$ cat config.mk
export PLATFORM = sky130hd
export DESIGN_NAME = seq1010_tx_flat
export DESIGN_NICKNAME = d
export VERILOG_FILES = /design/src/rtl/seq1010_tx_if.sv /design/src/rtl/seq1010_tx.sv /design/src/flat_wrapper.sv
export SDC_FILE = /design/constraint.sdc
export NUM_CORES = 1
export LEC_CHECK = 0
export CAP_MARGIN = 20
export CORE_MARGIN = 1
export CORE_UTILIZATION = 61
export CTS_CLUSTER_SIZE = 40
export DETAILED_ROUTE_END_ITERATION = 7
export DONT_BUFFER_PORTS = 1
export GPL_TIMING_DRIVEN = 0
export PLACE_DENSITY = 0.8
export SYNTH_ARGS = -nofsm -noshare
export SYNTH_HDL_FRONTEND = slang
export SYNTH_SLANG_ARGS = --single-unit
$ cat constraint.sdc
create_clock -name clk -period 2.55 [get_ports clk]
set_input_delay 0.51 -clock clk [delete_from_list [all_inputs] [get_ports clk]]
set_output_delay 0.51 -clock clk [all_outputs]
set_load 0.03 [all_outputs]
$ cat src/rtl/seq1010_tx_if.sv
// Parallel word handshake into the 1010 frame transmitter.
interface seq1010_tx_if #(
  parameter int DATA_W = 8
);
  logic [DATA_W-1:0] in_data;
  logic              in_valid;
  logic              in_ready;

  modport master (output in_data, output in_valid, input in_ready);
  modport slave  (input in_data, input in_valid, output in_ready);
endinterface

$ cat src/rtl/seq1010_tx.sv
// Serial frame transmitter: 1010 preamble, data MSB-first, optional even parity,
// then a fixed zero gap so a downstream 1010 detector can find frame starts.
module seq1010_tx #(
  parameter int               DATA_W    = 8,
  parameter int               PRE_W     = 4,
  parameter logic [PRE_W-1:0] PREAMBLE  = 4'b1010,
  parameter bit               PARITY_EN = 1'b1,
  parameter int               GAP_CYC   = 2
) (
  input  logic         clk,
  input  logic         reset,
  seq1010_tx_if.slave  link,
  output logic         out,
  output logic         out_valid,
  output logic         busy,
  output logic         done
);

  localparam int FRAME_W = PRE_W + DATA_W + (PARITY_EN ? 1 : 0);
  localparam int CNT_W   = $clog2(FRAME_W + GAP_CYC);
  localparam int SR_W    = PRE_W + DATA_W;

  typedef enum logic [2:0] {IDLE, PRE, DATA, PAR, GAP} state_t;

  state_t            state, state_nx;
  logic [CNT_W-1:0]  cnt, cnt_nx;
  logic [SR_W-1:0]   sr, sr_nx;
  logic              par, par_nx;
  logic              ready, ready_nx;
  logic              out_nx, out_valid_nx, busy_nx, done_nx;
  logic              accept;

  assign link.in_ready = ready;
  assign accept        = link.in_valid & ready;

  // Outputs are registered from the next-state view, so frame bit 0 appears
  // on the accept edge itself; the preamble rides in the shift register
  // ahead of the data so both leave through the same MSB tap.
  always_comb begin
    state_nx     = state;
    cnt_nx       = cnt;
    sr_nx        = sr;
    par_nx       = par;
    ready_nx     = 1'b0;
    out_nx       = 1'b0;
    out_valid_nx = 1'b0;
    busy_nx      = 1'b1;
    done_nx      = 1'b0;
    unique case (state)
      IDLE: begin
        busy_nx  = 1'b0;
        ready_nx = 1'b1;
        if (accept) begin
          state_nx     = PRE;
          cnt_nx       = '0;
          sr_nx        = {PREAMBLE, link.in_data} << 1;
          par_nx       = ^link.in_data;
          out_nx       = PREAMBLE[PRE_W-1];
          out_valid_nx = 1'b1;
          busy_nx      = 1'b1;
          ready_nx     = 1'b0;
        end
      end
      PRE: begin
        out_nx       = sr[SR_W-1];
        out_valid_nx = 1'b1;
        sr_nx        = sr << 1;
        if (cnt == CNT_W'(PRE_W - 1)) begin
          state_nx = DATA;
          cnt_nx   = '0;
        end else begin
          cnt_nx = cnt + 1'b1;
        end
      end
      DATA: begin
        if (cnt != CNT_W'(DATA_W - 1)) begin
          out_nx       = sr[SR_W-1];
          out_valid_nx = 1'b1;
          sr_nx        = sr << 1;
          cnt_nx       = cnt + 1'b1;
        end else if (PARITY_EN) begin
          state_nx     = PAR;
          cnt_nx       = '0;
          out_nx       = par;
          out_valid_nx = 1'b1;
        end else begin
          state_nx = GAP;
          cnt_nx   = '0;
          done_nx  = 1'b1;
        end
      end
      PAR: begin
        state_nx = GAP;
        cnt_nx   = '0;
        done_nx  = 1'b1;
      end
      GAP: begin
        if (cnt == CNT_W'(GAP_CYC - 1)) begin
          state_nx = IDLE;
          cnt_nx   = '0;
          busy_nx  = 1'b0;
          ready_nx = 1'b1;
        end else begin
          cnt_nx = cnt + 1'b1;
        end
      end
      default: begin
        state_nx = IDLE;
        cnt_nx   = '0;
      end
    endcase
  end

  always_ff @(posedge clk or posedge reset) begin
    if (reset) begin
      state     <= IDLE;
      cnt       <= '0;
      sr        <= '0;
      par       <= 1'b0;
      ready     <= 1'b0;
      out       <= 1'b0;
      out_valid <= 1'b0;
      busy      <= 1'b0;
      done      <= 1'b0;
    end else begin
      state     <= state_nx;
      cnt       <= cnt_nx;
      sr        <= sr_nx;
      par       <= par_nx;
      ready     <= ready_nx;
      out       <= out_nx;
      out_valid <= out_valid_nx;
      busy      <= busy_nx;
      done      <= done_nx;
    end
  end

endmodule
$ cat src/flat_wrapper.sv
// flat-port wrapper written by rule: the top's interface ports become plain ports
module seq1010_tx_flat 
#(
  parameter int               DATA_W    = 8,
  parameter int               PRE_W     = 4,
  parameter logic [PRE_W-1:0] PREAMBLE  = 4'b1010,
  parameter bit               PARITY_EN = 1'b1,
  parameter int               GAP_CYC   = 2
)
  (clk, reset, out, out_valid, busy, done, link_in_data, link_in_valid, link_in_ready);
  seq1010_tx_if #(.DATA_W(DATA_W)) link_i ();
  input  logic clk;
  input  logic reset;
  output logic out;
  output logic out_valid;
  output logic busy;
  output logic done;
  input wire logic [$bits(link_i.in_data)-1:0] link_in_data;
  input wire logic [$bits(link_i.in_valid)-1:0] link_in_valid;
  output wire logic [$bits(link_i.in_ready)-1:0] link_in_ready;
  assign link_i.in_data = link_in_data;
  assign link_i.in_valid = link_in_valid;
  assign link_in_ready = link_i.in_ready;
  seq1010_tx #(.DATA_W(DATA_W), .PRE_W(PRE_W), .PREAMBLE(PREAMBLE), .PARITY_EN(PARITY_EN), .GAP_CYC(GAP_CYC)) u_core (.clk(clk), .reset(reset), .link(link_i), .out(out), .out_valid(out_valid), .busy(busy), .done(done));
endmodule
==> results.cfg, run 1 <==
[worst_setup_path]
worstSetupStartpointType = flop
critPathCaptureType = flop
reg2reg_depth = 6
worst-r2r-setup-slack_ps = 780
cp.required_ps = 2800
arrival_ps = 2020
path_class = reg2reg
crit_fanout = 5

[grt]
first_global_vias = 848
overflow = 0
grtUsageTotal_pct = 22.8
grt_pass1_wl_mm = 3.59
use_met2_pct = 37.6
use_met1_pct = 30.4
busiest_layer = met2
grt_max_degree = 25
use_met3_pct = 3.33
antenna_found_initial = 0

[flow_run]
cap_violations = 0

[route]
drc = 0
wl_mm = 2.32
via_count = 937
routed_via_density = 5.78
wire_per_inst_um = 14.3
firstDrtPassIters = 4
ant_nets = 0
drt_iter0_drc = 14

[clock_network]
ctsResizeCount = 0
clk_path_buf_depth = 2
hold_buffers = 0
htreeDepth = 1
cts.reportedPaths.clkPinSlew_ps = 140
post_cts_buffers = 0
cts.sinks = 24
cts_inserted_buffers = 3
cts_root_buf = clkbuf_4
cts_tree = yes
clkLatencyLatePin_ps = 320

[synth]
yosysSeqAreaShare_pct = 46.1
synth_area_mm2 = 0.00130
syn-mean-instance-area_um2 = 9.95
synth.top_cell.area_share_pct = 46.1
ys.flop_type = dfrtp_1
synth_compound_area_share_pct = 17.3
synthTopCellsByArea = dfrtp_1 46%, o21ai_2 6.0%, mux2i_1 5.4%
yosysMostFrequentCell = dfrtp_1
synthCells = 131
muxShareOfSynthArea_pct = 5.37
synthAdderAreaFrac_pct = 2.88
synth_top_family_by_area = simple AND/OR/NAND/NOR gates
synth_top_area_cell = dfrtp_1
syn-num-nets = 145
synth_common_cells = 24 x dfrtp_1, 17 x nand2_1, 9 x a21oi_1, 9 x o21ai_2
ys_warn_count = 0
async_flop_share_pct = 100
synth-xor-area-share_pct = 5.37
synth-simple-area-share_pct = 17.7
synth_enable_flop_cells = 0
ys_ff_latch = 24
synth_cell_types = 31

[timing]
worstMarginPinSlew_ps = 901
fin_setup_tns_ps = 0
fin_skew_ps = 9.47
setup_violations = 0
slew_violations = 0
fin_crit_sh_pct = 69.4
rsz0062_at_grt = false
hold_slack_ps = 250
finalHoldViolations = 0
fin_crit_ps = 1770
fmax_mhz = 565
maxSlewHeadroom_pct = 39.9

[power_and_ir_drop]
vdd_drop_max_v = 0.000912
power.density_mw_per_mm2 = 1520
p_leak_nw = 0.632

[cells_and_area]
n_antenna_cell = 0
multiInputGateArea_um2 = 633
fin_area_mm2 = 0.00139
fillerInstances = 148
instances_no_fill = 162
final_nets = 150
seqCellArea_um2 = 601
area_growth_pct = 6.62
final_layout_size_suffix_gt1_share_pct = 15.6
finish.utilization_pct = 70.1

[placed_design]
dp_hpwl_mm = 1.71
portBuffers = 0
globalplace.congestion = 0.790
placed_area_mm2 = 0.00134
place_inst = 158

[run_status]
status = finished, final reports clean

[floorplanning]
coreArea_mm2 = 0.00198
num_rows = 16
die_x_um = 48.2
io_pins = 16
initial_utilization_pct = 65.8
fp.dieH_um = 48.2
dieArea_mm2 = 0.00233

[worst_hold_path]
hold_class = in2async
-- final timing paths --
path | from | to
max | u_core.cnt[1] | u_core.state[0]
min | reset | u_core.sr[11]
max reg2reg | u_core.cnt[1] | u_core.state[0]
min reg2reg | u_core.sr[2] | u_core.sr[2]
max in group asynchronous | reset | u_core.cnt[2]
min in group clk | link_in_data[0] | u_core.sr[1]
-- cells by family after synthesis --
kind of cell	count (synthesis)
compound gates	32
xor+xnor	8
fa+ha+maj	3
buf+inv	12
flops	24
mux	7
simple gates	45
-- through the flow --
stage / setup slack (ps) / power, mW
6_report: 779 / 2.11
5_1_grt: 671 / 2.28
4_1_cts: 787 / 2.13
3_5_place_dp: 796 / 1.85
3_3_place_gp: 849 / 1.79
2_1_floorplan: 947 / 1.64
-- worst max-delay path, cell delays in order, from the launching register on --
cell and delay [ps]:
dfrtp_1 450, inv_1 80, ha_1 160, nor3b_2 350, o22ai_1 170, or3_1 340, a21oi_1 150
-- layout by cell type (no fill, tap or decap), drive strengths merged --
| cell type | n |
|---|---|
| bufinv | 1 |
| buf | 6 |
| nor3b | 3 |
| nor2 | 8 |
| or3 | 1 |
| ha | 3 |
| nand2b | 4 |
| mux2i | 7 |
| a21o | 1 |
| nor3 | 2 |
| a311o | 1 |
| or3b | 2 |
| o21a | 2 |
| inv | 6 |
| and2 | 2 |
| and3b | 1 |
| xnor2 | 8 |
| o21ai | 13 |
| dfrtp | 24 |
| nor2b | 3 |
| a21oi | 10 |
| nand3 | 2 |
| o21bai | 1 |
| clkbuf | 3 |
| o22ai | 2 |
| nand2 | 17 |
| a221o | 2 |
-- report_power, final --
part	switching, mW	internal (mW)	total (mW)
combinational	0.622	0.488	1.11
sequential	0.168	0.558	0.726
clock	0.120	0.159	0.279
-- layout make-up --
type | count | share of cell area [%]
Inverter | 6 | 1.62
Buffer | 6 | 3.42
Sequential cell | 24 | 43.2
Clock buffer | 3 | 1.62
Multi-Input combinational cell | 95 | 45.5
Clock inverter | 1 | 2.16
Tap cell | 27 | 2.43
-- metal layers --
metal	wire, um	up-vias
met1	1100	455
met4	34	0
met2	1110	20
li1	-	458
met3	74	4
met5	0	-
-- state kept, by name, summed over array words and instances, names as in the netlist --
register,cells
u_core.out,1
u_core.cnt,4
u_core.out_valid,1
u_core.done,1
u_core.sr,11
u_core.link.in_ready,1
u_core.busy,1
u_core.state,3
u_core.par,1
Power figures use the tool's default switching activity.
==> inputs of run 2 (changes only) <==
- CORE_UTILIZATION: 61 -> 55
- PLACE_DENSITY: 0.8 -> 0.76
- clock period: 2.55 -> 1.55 ns (I/O delays scaled with it)
==> results.cfg, run 2 (synthesis gave the netlist of run 1 again) <==
[worst_setup_path]
critPathCaptureType = flop
r2r_start = u_core.cnt[1]
arrival_ps = 1870
r2r-end = u_core.sr[2]
reg2reg_depth = 6
worst-r2r-setup-slack_ps = -80
cp.required_ps = 1790
worstSetupStartpointType = flop
cp_slowest_cell = dfrtp_2
path_cells = ha_4 -> and3b_2 -> a221o_2 -> buf_6 -> nand2_2 -> o21ai_2
crit_fanout = 5
path_class = reg2reg
max_stage_delay_ps = 470
critPathLaunch = u_core.cnt[1]

[placed_design]
place_inst = 159
dp_hpwl_mm = 1.65
globalplace.congestion = 0.819
pre_cts_slack_ps = -137
portBuffers = 0

[power_and_ir_drop]
vdd_drop_max_v = 0.00147
power.density_mw_per_mm2 = 2680
p_leak_nw = 0.730

[timing]
hold_slack_ps = 48.5
fin_skew_ps = 6.42
fin_crit_sh_pct = 105
fmax_mhz = 615
fin_crit_ps = 1630
rsz0062_at_grt = true
setup_violations = 13
setup_ws_ps = -76.2
slew_violations = 0
maxSlewHeadroom_pct = 37.8
worstMarginPinSlew_ps = 931
finalHoldViolations = 0

[cells_and_area]
area_growth_pct = 24.5
final_nets = 163
layout_common_cells = 23 x dfrtp_1, 11 x o21ai_2, 10 x buf_4
final_layout_size_suffix_gt1_share_pct = 41.2
n_antenna_cell = 0
largest_reg_flops = 11
reg_top3 = u_core.sr: 11 flops, u_core.cnt: 4 flops, u_core.state: 3 flops
final_common_cell = dfrtp_1
instances_no_fill = 176
finish.utilization_pct = 72.7
regMostFlops = u_core.sr

[route]
via_count = 1038
drc = 0
routed_via_density = 5.90
wire_per_inst_um = 17.6
firstDrtPassIters = 4
wl_mm = 3.10
drt_iter0_drc = 47
ant_nets = 0

[clock_network]
cts_root_buf = clkbuf_4
cts.sinks = 24
cts_tree = yes
clkLatencyLatePin_ps = 330
cts.reportedPaths.clkPinSlew_ps = 150
cts_inserted_buffers = 3
htreeDepth = 1
clk_path_buf_depth = 2

[grt]
grt_max_degree = 25
grt_pass1_wl_mm = 4.75
first_global_vias = 1003
grtUsageTotal_pct = 25.6
overflow = 0
antenna_found_initial = 0

[floorplanning]
num_rows = 17
dieArea_mm2 = 0.00257
coreArea_mm2 = 0.00223
die_x_um = 50.7
initial_utilization_pct = 58.4
fp.dieH_um = 50.7
io_pins = 16

[run_status]
status = complete, but fails checks
violations = negative setup slack

[worst_hold_path]
hold_class = in2async

[flow_run]
cap_violations = 0
## run 2: worst max-delay path, delay by kind of cell (launching register included)
kind                       cells  cell delay (ps)
and+or+nand+nor                2              270
adders and majority gates      1              170
AOI/OAI and AO/OA              2              470
DFF                            1              470
buffers and inverters          1              170
## run 2: timing repair
action,in CTS,in global routing
buffers inserted,8,3
gates cloned,2,0
resized for setup,14,26
setup endpoints to repair,15,19
pin swaps,10,8
hold buffers,0,0
## run 2: cell type report
class | instances | area, um^2
multi-input cells | 95 | 744
fillers | 150 | 611
flip-flops and latches | 24 | 602
repair buffers | 13 | 113
plain buffers | 6 | 51.3
well taps | 28 | 35.0
clock inverters | 1 | 30.0
inverters | 6 | 25.0
clock buffers | 3 | 22.5
## run 2: how the worst max path moves through the flow
| stage | to | slack (ps) | cells past startpoint |
|---|---|---|---|
| 6_report | u_core.sr[2] | -80 | 6 |
| 5_1_grt | u_core.sr[7] | -120 | 6 |
| 3_3_place_gp | u_core.sr[1] | -90 | 6 |
| 2_1_floorplan | u_core.sr[10] | 10 | 6 |
| 4_1_cts | u_core.sr[4] | -90 | 5 |
| 3_5_place_dp | u_core.sr[2] | -140 | 6 |
## run 2: stage by stage
| stage | setup TNS, ps | cell area [um^2] | power [mW] |
|---|---|---|---|
| 2_1_floorplan | 0 | 1310 | 2.70 |
| 3_3_place_gp | -1060 | 1340 | 2.96 |
| 3_5_place_dp | -1280 | 1340 | 3.03 |
| 4_1_cts | -1060 | 1510 | 3.88 |
| 5_1_grt | -1570 | 1620 | 4.60 |
| 6_report | -747 | 1620 | 4.35 |
## run 2: power breakdown
| part | switching, mW | internal [mW] |
|---|---|---|
| Clock | 0.213 | 0.262 |
| Sequential | 0.332 | 0.921 |
| Combinational | 1.37 | 1.25 |
| Total | 1.91 | 2.43 |
## run 2: per-layer routing
layer / vias to the layer above / global-route usage, % / routed length (um)
met5: - / 0 / 0
met4: 0 / 11.1 / 87
met3: 9 / 3.64 / 187
met2: 51 / 42.2 / 1460
met1: 496 / 33.4 / 1370
li1: 482 / - / -
==> inputs of run 3 (changes only) <==
- CORE_MARGIN: 1 -> unset
==> results of run 3 <==
Same layout as run 2: the final DEF is identical, and so are final timing and power.
